<file path="config.mk">
export PLATFORM = sky130hd
export DESIGN_NAME = seq_divider
export DESIGN_NICKNAME = d
export VERILOG_FILES = /design/src/rtl/div_pkg.sv /design/src/rtl/trial_subtract.sv /design/src/rtl/seq_divider.sv
export SDC_FILE = /design/constraint.sdc
export NUM_CORES = 1
export LEC_CHECK = 0
export ABC_AREA = 1
export BUFFER_PORTS_ARGS = -buffer_cell sky130_fd_sc_hd__buf_2
export CORE_ASPECT_RATIO = 2
export CORE_MARGIN = 10
export CORE_UTILIZATION = 50
export CTS_CLUSTER_DIAMETER = 80
export CTS_CLUSTER_SIZE = 30
export DETAILED_ROUTE_END_ITERATION = 16
export GPL_TIMING_DRIVEN = 0
export MAX_ROUTING_LAYER = met4
export PLACE_DENSITY = 0.82
export SYNTH_ARGS = -nofsm -noshare
export SYNTH_HDL_FRONTEND = slang
export SYNTH_HIERARCHICAL = 1
export SYNTH_SLANG_ARGS = --single-unit
</file>
<file path="constraint.sdc">
create_clock -name clk -period 2.6 [get_ports clk]
set_clock_uncertainty 0.1 [all_clocks]
set_input_delay 0.39 -clock clk [delete_from_list [all_inputs] [get_ports clk]]
set_output_delay 0.39 -clock clk [all_outputs]
set_load 0.005 [all_outputs]
</file>
<file path="src/rtl/div_pkg.sv">
// ---------------------------------------------------------------------------
// div_pkg : shared types and constants for the sequential restoring divider
// Rev 1.0 : initial release
// ---------------------------------------------------------------------------
`default_nettype none

package div_pkg;

    typedef enum logic [1:0] {
        IDLE = 2'd0,
        CALC = 2'd1,
        DONE = 2'd2
    } state_e;

    // Quotient reported for a zero divisor; callers slice it to their width.
    localparam logic [63:0] DIV0_QUOTIENT = '1;

    function automatic int cnt_width(input int w);
        return (w > 1) ? $clog2(w) : 1;
    endfunction

endpackage

`default_nettype wire

</file>
<file path="src/rtl/trial_subtract.sv">
// ---------------------------------------------------------------------------
// trial_subtract : combinational minuend - subtrahend with borrow-out
// Rev 1.0 : initial release
// ---------------------------------------------------------------------------
`default_nettype none

module trial_subtract #(
    parameter int WIDTH = 17
) (
    input  logic [WIDTH-1:0] minuend,
    input  logic [WIDTH-1:0] subtrahend,
    output logic [WIDTH-1:0] difference,
    output logic             borrow_out
);

    // The extra top bit of the zero-extended subtraction is the borrow.
    assign {borrow_out, difference} = {1'b0, minuend} - {1'b0, subtrahend};

endmodule

`default_nettype wire

</file>
<file path="src/rtl/seq_divider.sv">
// ---------------------------------------------------------------------------
// seq_divider : unsigned restoring divider, one quotient bit per clock
// Rev 1.0 : initial release
// ---------------------------------------------------------------------------
`default_nettype none

module seq_divider
    import div_pkg::*;
#(
    parameter int WIDTH_M = 16
) (
    input  logic               clk,
    input  logic               rst_n,
    input  logic               src_valid,
    output logic               src_ready,
    input  logic [WIDTH_M-1:0] dividend,
    input  logic [WIDTH_M-1:0] divisor,
    output logic               dst_valid,
    input  logic               dst_ready,
    output logic [WIDTH_M-1:0] quotient,
    output logic [WIDTH_M-1:0] remainder,
    output logic               div_by_zero
);

    localparam int               CNT_W = cnt_width(WIDTH_M);
    localparam logic [CNT_W-1:0] LAST  = CNT_W'(WIDTH_M - 1);

    state_e             state;
    logic [WIDTH_M-1:0] q_reg;
    logic [WIDTH_M-1:0] d_reg;
    logic [WIDTH_M:0]   r_reg;
    logic [CNT_W-1:0]   cnt;

    logic [WIDTH_M:0]   r_shift;
    logic [WIDTH_M:0]   trial;
    logic               borrow;

    // {R,Q} shifted left: the quotient MSB moves into the remainder LSB.
    assign r_shift = (r_reg << 1) | {{WIDTH_M{1'b0}}, q_reg[WIDTH_M-1]};

    trial_subtract #(
        .WIDTH (WIDTH_M + 1)
    ) u_trial_subtract (
        .minuend    (r_shift),
        .subtrahend ({1'b0, d_reg}),
        .difference (trial),
        .borrow_out (borrow)
    );

    assign quotient  = q_reg;
    assign remainder = r_reg[WIDTH_M-1:0];

    always_ff @(posedge clk or negedge rst_n) begin
        if (!rst_n) begin
            state       <= IDLE;
            src_ready   <= 1'b0;
            dst_valid   <= 1'b0;
            div_by_zero <= 1'b0;
            q_reg       <= '0;
            d_reg       <= '0;
            r_reg       <= '0;
            cnt         <= '0;
        end else begin
            case (state)
                IDLE: begin
                    src_ready <= 1'b1;
                    if (src_valid && src_ready) begin
                        src_ready <= 1'b0;
                        d_reg     <= divisor;
                        cnt       <= '0;
                        if (divisor == '0) begin
                            q_reg       <= DIV0_QUOTIENT[WIDTH_M-1:0];
                            r_reg       <= {1'b0, dividend};
                            div_by_zero <= 1'b1;
                            dst_valid   <= 1'b1;
                            state       <= DONE;
                        end else begin
                            q_reg       <= dividend;
                            r_reg       <= '0;
                            div_by_zero <= 1'b0;
                            state       <= CALC;
                        end
                    end
                end
                CALC: begin
                    q_reg <= {q_reg[WIDTH_M-2:0], ~borrow};
                    r_reg <= borrow ? r_shift : trial;
                    cnt   <= cnt + 1'b1;
                    if (cnt == LAST) begin
                        dst_valid <= 1'b1;
                        state     <= DONE;
                    end
                end
                DONE: begin
                    if (dst_ready) begin
                        dst_valid <= 1'b0;
                        src_ready <= 1'b1;
                        state     <= IDLE;
                    end
                end
                default: begin
                    state <= IDLE;
                end
            endcase
        end
    end

endmodule

`default_nettype wire

</file>
==> impl_results.md, run 1 <==
* P per Cell Area at 1670 nW/um^2
* Core area at 7940 sq um
* Via density at 5.19
* Die ar. at 12400 sq um
* Max_cap viols at 0
* Startpoint types: flop
* Worst vdd ir at 818 uV
* Synth Net Count at 669
* H-tree levels at 3
* Crit end category: flop
* Initial antenna violation count at 0
* Gr ovfl total at 0
* Syn Inst Count at 614
* Worst EP required at 2710 ps
* Synth warn at 6
* I/O Buffers at 70
* Ant diodes at 0
* Worst-Skew Late Latency at 330 ps
* Gp weighted congestion at 0.959
* Layout area overhead at 22.7%
* Worst Tran Pin Value at 737 ps
* Top Ports at 71
* Residual DRC at 0
* Crit path kind: reg2reg
* Area of the mapped netlist at 4090 sq um
* Pins over their slew limit at 0
* Filler cells at 714
* Crit Path Max Fanout at 10
* Post-Route WL at 12.4 mm
* Starting density of the core at 51.5%
* 1st-pass router iterations at 5
* Die span in x at 84.0 um
* Tightest Hold Check Type: in2async
* Leak at 2.87 nW
* Outcome: finished, final reports clean
* Fin crit period at 2460 ps
* Design Power at 8.36 mW
* Via count at 4143
* Post-DP HPWL at 9.51 mm
* Vias in the first global route at 4343
* Achievable Freq at 406 MHz
* First-pass GRT wire length at 19.9 mm
* Depth of the most critical reg-to-reg path at 13
* Share of layout cells above drive strength 1 at 20.9%
* Largest net degree at the start of global routing at 58
* Final #Nets at 752
* Tcrit/Tclk final at 94.6%
* Mean post-synth cell area at 6.66 sq um
* Worst-path clk slew at 50 ps
* CP arrival at 2570 ps
* CTS max path bufs at 2
* GR Util All Layers at 20.1%
* Clock buffer count from CTS at 9
* Rel. slew slack at 50.9%
* Clk sinks at 57
* ANT nets after route at 0
* Min Hold Slack at 9.52 ps
* CTS tree: built
* Hold Violations, Final at 0
* DR WL/cell at 15.6 um
* Clock root buffer master: clkbuf_16
* Final setup fails at 0
* Final setup TNS at 0 ps
* Die Y at 148 um
* Rows at 46
* DR iter-0 viols at 276
layout by cell type, fill, tap and decap left out, drive strengths merged, types with 2 or more instances in the layout:
cell / n
a21oi: 33
xor2: 5
nand3: 46
nor2: 88
nand3b: 2
o21ai: 20
xnor2: 2
dfrtp: 57
bufinv: 3
nand2: 194
a22oi: 14
ha: 18
inv: 102
buf: 92
nor3: 4
or2: 3
clkbuf: 11
where the power goes:
group	leakage, nW	switching (mW)	total [mW]	internal, mW
combinational	2.00	3.23	5.28	2.04
clock	0.166	0.412	1.37	0.959
sequential	0.707	0.400	1.71	1.31
routing by layer:
layer / up-vias / part of all wire [%] / global-route usage, %
li1: 2066 / - / -
met1: 1916 / 36 / 18.3
met2: 122 / 55 / 37.4
met3: 39 / 2.7 / 2.26
met4: 0 / 5.8 / 14.2
met5: - / 0 / -
final cells by class:
cell class              count  area, sq um  area share [%]
inverters                 102          385            7.68
plain buffers              20          159            3.17
clock buffers              11          243            4.84
repair buffers             72          368            7.33
clock inverters             5          103            2.04
well taps                  96          120            2.39
flip-flops and latches     57         1430            28.4
multi-input cells         435         2210            44.1
through the flow:
stage	instances	area (sq um)	util [%]	worst slack, ps
after floorplan	614	4090	-	437
after global placement	780	4560	57.4	55.9
after detailed placement	780	4560	57.4	23.0
after CTS	796	4930	62.0	1.16
after global routing	798	5020	63.2	-1.59
final	798	5020	63.2	140
worst paths after layout:
path / startpoint / end / slack [ps]
max: r_reg[13] / r_reg[2] / 140
min reg2reg: dst_valid / dst_valid / 360
min: rst_n / d_reg[0] / 10
max in group asynchronous: rst_n / state[0] / 1880
min in group clk: divisor[13] / d_reg[13] / 170
max reg2reg: r_reg[13] / r_reg[2] / 140
worst max-delay path: stages, from the launching register on:
cell	delay [ps]
dfrtp_1	440
ha_1	380
a21oi_2	210
nor2_1	60
o21ai_0	150
nand2_1	70
a21oi_1	120
buf_4	190
inv_2	80
buf_4	170
o21ai_1	150
nand2_1	80
inv_1	60
a21oi_1	70
repair_timing:
item | CTS | global route
gates resized for setup | 4 | 21
endpoints found under the hold margin | 0 | 0
hold buffers | 0 | 0
setup endpoints to repair | 3 | 11
buffers inserted | 0 | 2
cloned | 0 | 0
Note: power is estimated with default switching activity, not from simulation.
==> run 2, diff against run 1 <==
- CTS_CLUSTER_DIAMETER: 80 -> 120
- SKIP_CTS_REPAIR_TIMING: not set -> 1
- clock period: 2.6 -> 2.3 ns (I/O delays scaled with it)
==> run 2 against run 1 <==
Effect of this change:
- the flow now finishes with violations (negative hold slack, negative setup slack)
- first-iteration DRC count rose by 11%
- fmax rose by 5.4%
- global-route usage barely moved
- sequential power rose by 16%
- worst hold slack got worse by 50 ps
- final cell count rose by 3.3%
- die area did not move
- core utilization rose by 6.6 points
- clock power rose by 14%
==> impl_results.md, run 2 (same netlist as run 1, synthesis figures left out) <==
* Outcome: complete, but fails checks
* Failing checks: negative hold slack, negative setup slack
* Switching share of power at 48.0%
* Worst vdd ir at 887 uV
* Tightest Hold Check Type: in2async
* Top Ports at 71
* H-tree levels at 3
* Max_cap viols at 0
* Layout area overhead at 35.5%
* Sequential Power Share at 18.0%
* Residual DRC at 0
* Commonest non-fill, non-tap cells in the layout: nand2_1, buf_2, inv_1, nor2_1, dfrtp_1
* Rel. slew slack at 50.4%
* Gr ovfl total at 0
* I/O Buffers at 70
* Worst-path clk slew at 50 ps
* Die ar. at 12400 sq um
* Via density at 5.34
* Share of layout cells above drive strength 1 at 34.2%
* Die Y at 148 um
* CTS max path bufs at 2
* Clock root buffer master: clkbuf_16
* Hold Violations, Final at 29
* Clk sinks at 57
* Post-DP HPWL at 9.51 mm
* Crit Path Max Fanout at 3
* ANT nets after route at 0
* Rows at 46
* DR WL/cell at 16.3 um
* Vias in the first global route at 4351
* Psw at 5.30 mW
* CP arrival at 2450 ps
* Final setup fails at 5
* Clk pwr share at 14.2%
* Combinational power share at 67.8%
* Largest net degree at the start of global routing at 58
* Unrepaired setup endpoints after global routing: yes
* Filler cells at 628
* Internal power at 5.73 mW
* Worst-Skew Late Latency at 330 ps
* Ant diodes at 0
* Starting density of the core at 51.5%
* GR Util All Layers at 20.1%
* Fin crit period at 2330 ps
* Initial antenna violation count at 0
* DP Worst Slack at -277 ps
* Post-Route WL at 13.4 mm
* First-pass GRT wire length at 19.9 mm
* Startpoint types: flop
* Placement Cell Area at 4560 sq um
* Pins over their slew limit at 0
* Gp weighted congestion at 0.959
* Critical path origin: quotient[15]
* Leak at 3.02 nW
* Achievable Freq at 429 MHz
* Worst EP required at 2420 ps
* Most common cell after layout, fill and taps aside: nand2_1
* Final Worst Setup Slack at -33.6 ps
* Crit end category: flop
* Tcrit/Tclk final at 101%
* Clock buffer count from CTS at 9
* Worst Tran Pin Value at 745 ps
* CTS tree: built
* P per Cell Area at 1990 nW/um^2
* Post-route cell area at 5540 sq um
* 1st-pass router iterations at 6
* R2r startpoint: quotient[15]
* Via count at 4401
* Core area at 7940 sq um
* Min Hold Slack at -40.4 ps
* Crit path kind: reg2reg
* Die span in x at 84.0 um
* DR iter-0 viols at 307
* Final #Nets at 778
run 2: cell count changes in the layout (fill, tap and decap cells not counted), moves of 7 or more:
cell and change:
o21ai_0 -8, inv_2 +16, nand2_1 -15, inv_1 -16, a21oi_1 -8, nand2_2 +13, nor2_2 +7, dfrtp_2 +12
nor2_1 -9, dfrtp_1 -12, ha_4 +9, buf_4 +22
run 2: worst max-delay path, cell delays in order (launching register included):
cell	delay, ps
dfrtp_1	390
inv_1	70
ha_2	170
inv_2	50
fa_2	380
nand2_2	90
nand2_2	70
nand3b_1	120
nand2_2	100
nand2_2	90
nand2_1	50
nand2_1	50
nand2_1	50
nor2_2	110
nor2_1	50
o21ai_1	90
nand2_1	70
inv_1	60
a21oi_2	50
run 2: final cells by class:
| cell class | count | area (sq um) | share of cell area (%) |
|---|---|---|---|
| tap | 96 | 120 | 2.17 |
| clock inverter | 5 | 103 | 1.85 |
| sequential | 57 | 1440 | 26.0 |
| multi-input combinational | 435 | 2500 | 45.2 |
| clock buffer | 11 | 243 | 4.38 |
| buffer | 20 | 166 | 3.00 |
| timing repair buffer | 98 | 578 | 10.4 |
| inverter | 102 | 385 | 6.96 |
run 2: per-stage QoR:
step	utilization, %	TNS, ps	std cells	total power, mW	hold WS (ps)
detailed placement	57.4	-2500	780	7.41	357
finish	69.8	-89.7	824	11.0	-40.4
global route	69.8	-1620	824	11.9	30.1
floorplan	-	0	614	5.87	-50.6
CTS	61.8	-3560	796	9.09	122
global placement	57.4	-2100	780	7.25	353
run 2: power by group through the flow:
stage	sequential [mW]	clock, mW	combinational [mW]
2_1_floorplan	1.83	0	4.04
3_3_place_gp	1.88	0	5.37
6_report	1.99	1.56	7.48
5_1_grt	2.04	1.60	8.23
4_1_cts	1.90	1.56	5.63
3_5_place_dp	1.90	0	5.51
run 2: path summary, 6_finish.rpt:
path                                  end  slack, ps  cells past startpoint
worst max-delay path            r_reg[10]        -30                     18
min in group clk                d_reg[13]        120                      3
worst min register to register  dst_valid        360                      2
worst max register to register  r_reg[10]        -30                     18
max in group asynchronous       r_reg[10]       1580                      1
worst min-delay path             d_reg[3]        -40                      1
run 2: metal layers:
layer  track usage [%]  vias to the layer above  wire length [um]
li1                  -                     2122                 -
met1              18.2                     2061              4700
met2              37.2                      164              7400
met3              2.26                       54               470
met4              14.5                        0               835
met5                 -                        -                 0
==> run 3, diff against run 2 <==
- PLACE_DENSITY: 0.82 -> not set
- PLACE_DENSITY_LB_ADDON: not set -> 0.2
- SYNTH_HIERARCHICAL: 1 -> not set
==> run 3 against run 2 <==
Effect of this change:
- the flow finishes with violations (negative hold slack)
- combinational power down 19%
- worst hold slack better by 23 ps
- synthesized cell count down 9.1%
- worst setup slack better by 180 ps
- critical endpoint is now r_reg[11]
- largest cell class unchanged
==> impl_results.md, run 3 <==
* Outcome: complete, but fails checks
* Failing checks: negative hold slack
* Hold Violations, Final at 19
* Gp weighted congestion at 0.917
* R2r setup slk at 140 ps
* Area of the mapped netlist at 4010 sq um
* First-pass GRT wire length at 19.5 mm
* Starting density of the core at 50.8%
* Final setup fails at 0
* Layout area overhead at 21.4%
* Clk sinks at 57
* Residual DRC at 0
* Post-synth ARST share at 100%
* DR iter-0 viols at 166
* Post-synth top area cell: dfrtp_1
* Synth warn at 0
* Vias in the first global route at 4166
* Post-Route WL at 12.1 mm
* Psw at 4.53 mW
* Die span in x at 83.3 um
* Combinational power share at 65.9%
* Crit path kind: reg2reg
* Tcrit/Tclk final at 93.8%
* Worst Tran Pin Value at 761 ps
* Synth Net Count at 612
* Min Hold Slack at -17.3 ps
* H-tree levels at 3
* Most common cell after layout, fill and taps aside: nand2_1
* Clk pwr share at 13.1%
* Worst-Skew Late Latency at 330 ps
* Non-Filler Instances at 742
* Sequential Power Share at 21.0%
* Post-DP HPWL at 9.76 mm
* Initial antenna violation count at 0
* Top post-synthesis cells by area: dfrtp_1, nand2_1, inv_1
* CTS max path bufs at 2
* P per Cell Area at 1890 nW/um^2
* Top cells by count, synth: nand2_1, inv_1, dfrtp_1
* Reg2reg end: r_reg[11]
* Commonest non-fill, non-tap cells in the layout: nand2_1, buf_2, inv_1
* Tightest Hold Check Type: in2async
* Leak at 2.51 nW
* Max_cap viols at 0
* Depth of the most critical reg-to-reg path at 11
* Count leader, synth: nand2_1
* Syn Inst Count at 558
* Switching share of power at 49.2%
* Ant diodes at 0
* Crit Path Max Fanout at 10
* Worst setup endpoint: r_reg[11]
* Clock root buffer master: clkbuf_16
* Worst EP required at 2410 ps
* Number of synthesized flops with an enable pin at 0
* Crit end category: flop
* 1st-pass router iterations at 4
* Worst-path clk slew at 50 ps
* R2r startpoint: r_reg[6]
* Filler cells at 749
* Post-synthesis register bit count at 57
* Final Worst Setup Slack at 142 ps
* Critical path origin: r_reg[6]
* Final setup TNS at 0 ps
* Fin crit period at 2160 ps
* Final #Nets at 695
* Rel. slew slack at 49.3%
* Unrepaired setup endpoints after global routing: no
* GR Util All Layers at 20.0%
* Achievable Freq at 463 MHz
* Proportion of netlist area held by the largest area contributor at 35.6%
* Synth unique cells at 39
* Top Ports at 71
* ANT nets after route at 0
* Rows at 46
* Placed Cells at 724
* I/O Buffers at 70
* Core area at 7890 sq um
* Gr ovfl total at 0
* DR WL/cell at 16.3 um
* Via density at 5.28
* Seq/Total Area, Yosys at 35.6%
* CTS tree: built
* Die Y at 147 um
* Via count at 3920
* Worst vdd ir at 852 uV
* DP Worst Slack at 34.4 ps
* Clock buffer count from CTS at 9
* Most used DFF post-synth: dfrtp_1
* Design Power at 9.19 mW
* Die ar. at 12200 sq um
* Core Util, Final at 61.6%
* Share of layout cells above drive strength 1 at 24.5%
* Largest net degree at the start of global routing at 58
* Mean post-synth cell area at 7.18 sq um
* Pins over their slew limit at 0
* Startpoint types: flop
* Internal power at 4.67 mW
* CP arrival at 2270 ps
==> run 3: layout make-up <==
cell class	instances	area (sq um)	share of cell area (%)
repair buffers	72	368	7.57
clock buffers	10	229	4.71
plain buffers	19	134	2.75
flip-flops and latches	57	1430	29.3
clock inverters	6	35.0	0.721
well taps	96	120	2.47
inverters	81	304	6.25
multi-input cells	401	2240	46.2
==> run 3: power groups by stage <==
stage / clock (mW) / combinational (mW) / sequential, mW
detailed placement: 0 / 5.77 / 1.90
floorplan: 0 / 4.30 / 1.82
global route: 1.27 / 6.81 / 1.99
CTS: 1.22 / 5.82 / 1.89
finish: 1.21 / 6.06 / 1.93
global placement: 0 / 5.70 / 1.88
==> run 3: stage by stage <==
step	area [sq um]	hold slack [ps]
final	4860	-17.3
after global routing	4860	32.1
after CTS	4740	138
after detailed placement	4480	370
after global placement	4480	356
after floorplan	4010	-50.6
==> run 3: worst min-delay path by stage <==
stage	from	end	slack (ps)	depth (start not counted)
floorplan	rst_n	cnt[0]	-50	0
global placement	cnt[3]	cnt[3]	360	1
detailed placement	div_by_zero	div_by_zero	370	2
CTS	divisor[14]	d_reg[14]	140	3
global route	rst_n	d_reg[5]	30	1
finish	rst_n	d_reg[3]	-20	1
==> run 3: logic make-up (layout without fill, tap and decap cells) <==
kind of cell    after synthesis  after routing  share of synthesized area (%)
fa+ha+maj                    18             18                           5.81
compound gates               86             86                           13.8
flops                        57             57                           35.6
xor+xnor                      5              5                           1.09
buf+inv                     100            188                           10.9
simple gates                292            292                           32.8
==> run 3: routing by layer <==
layer	global-route usage, %	share of wire, %	vias to the layer above
met3	3.68	2.7	31
met4	9.93	3.3	0
li1	-	-	1970
met2	39.2	58	87
met1	17.2	36	1832
met5	-	0	-
==> run 3: worst max-delay path, stage by stage, from the launching register on <==
cell	delay (ps)
dfrtp_1	420
ha_1	380
nand2_2	100
nor2_2	160
nand3_1	130
nand3_2	130
nand2_4	90
nand2_4	140
buf_6	150
nand2_1	60
nand3_1	100
a21oi_2	70
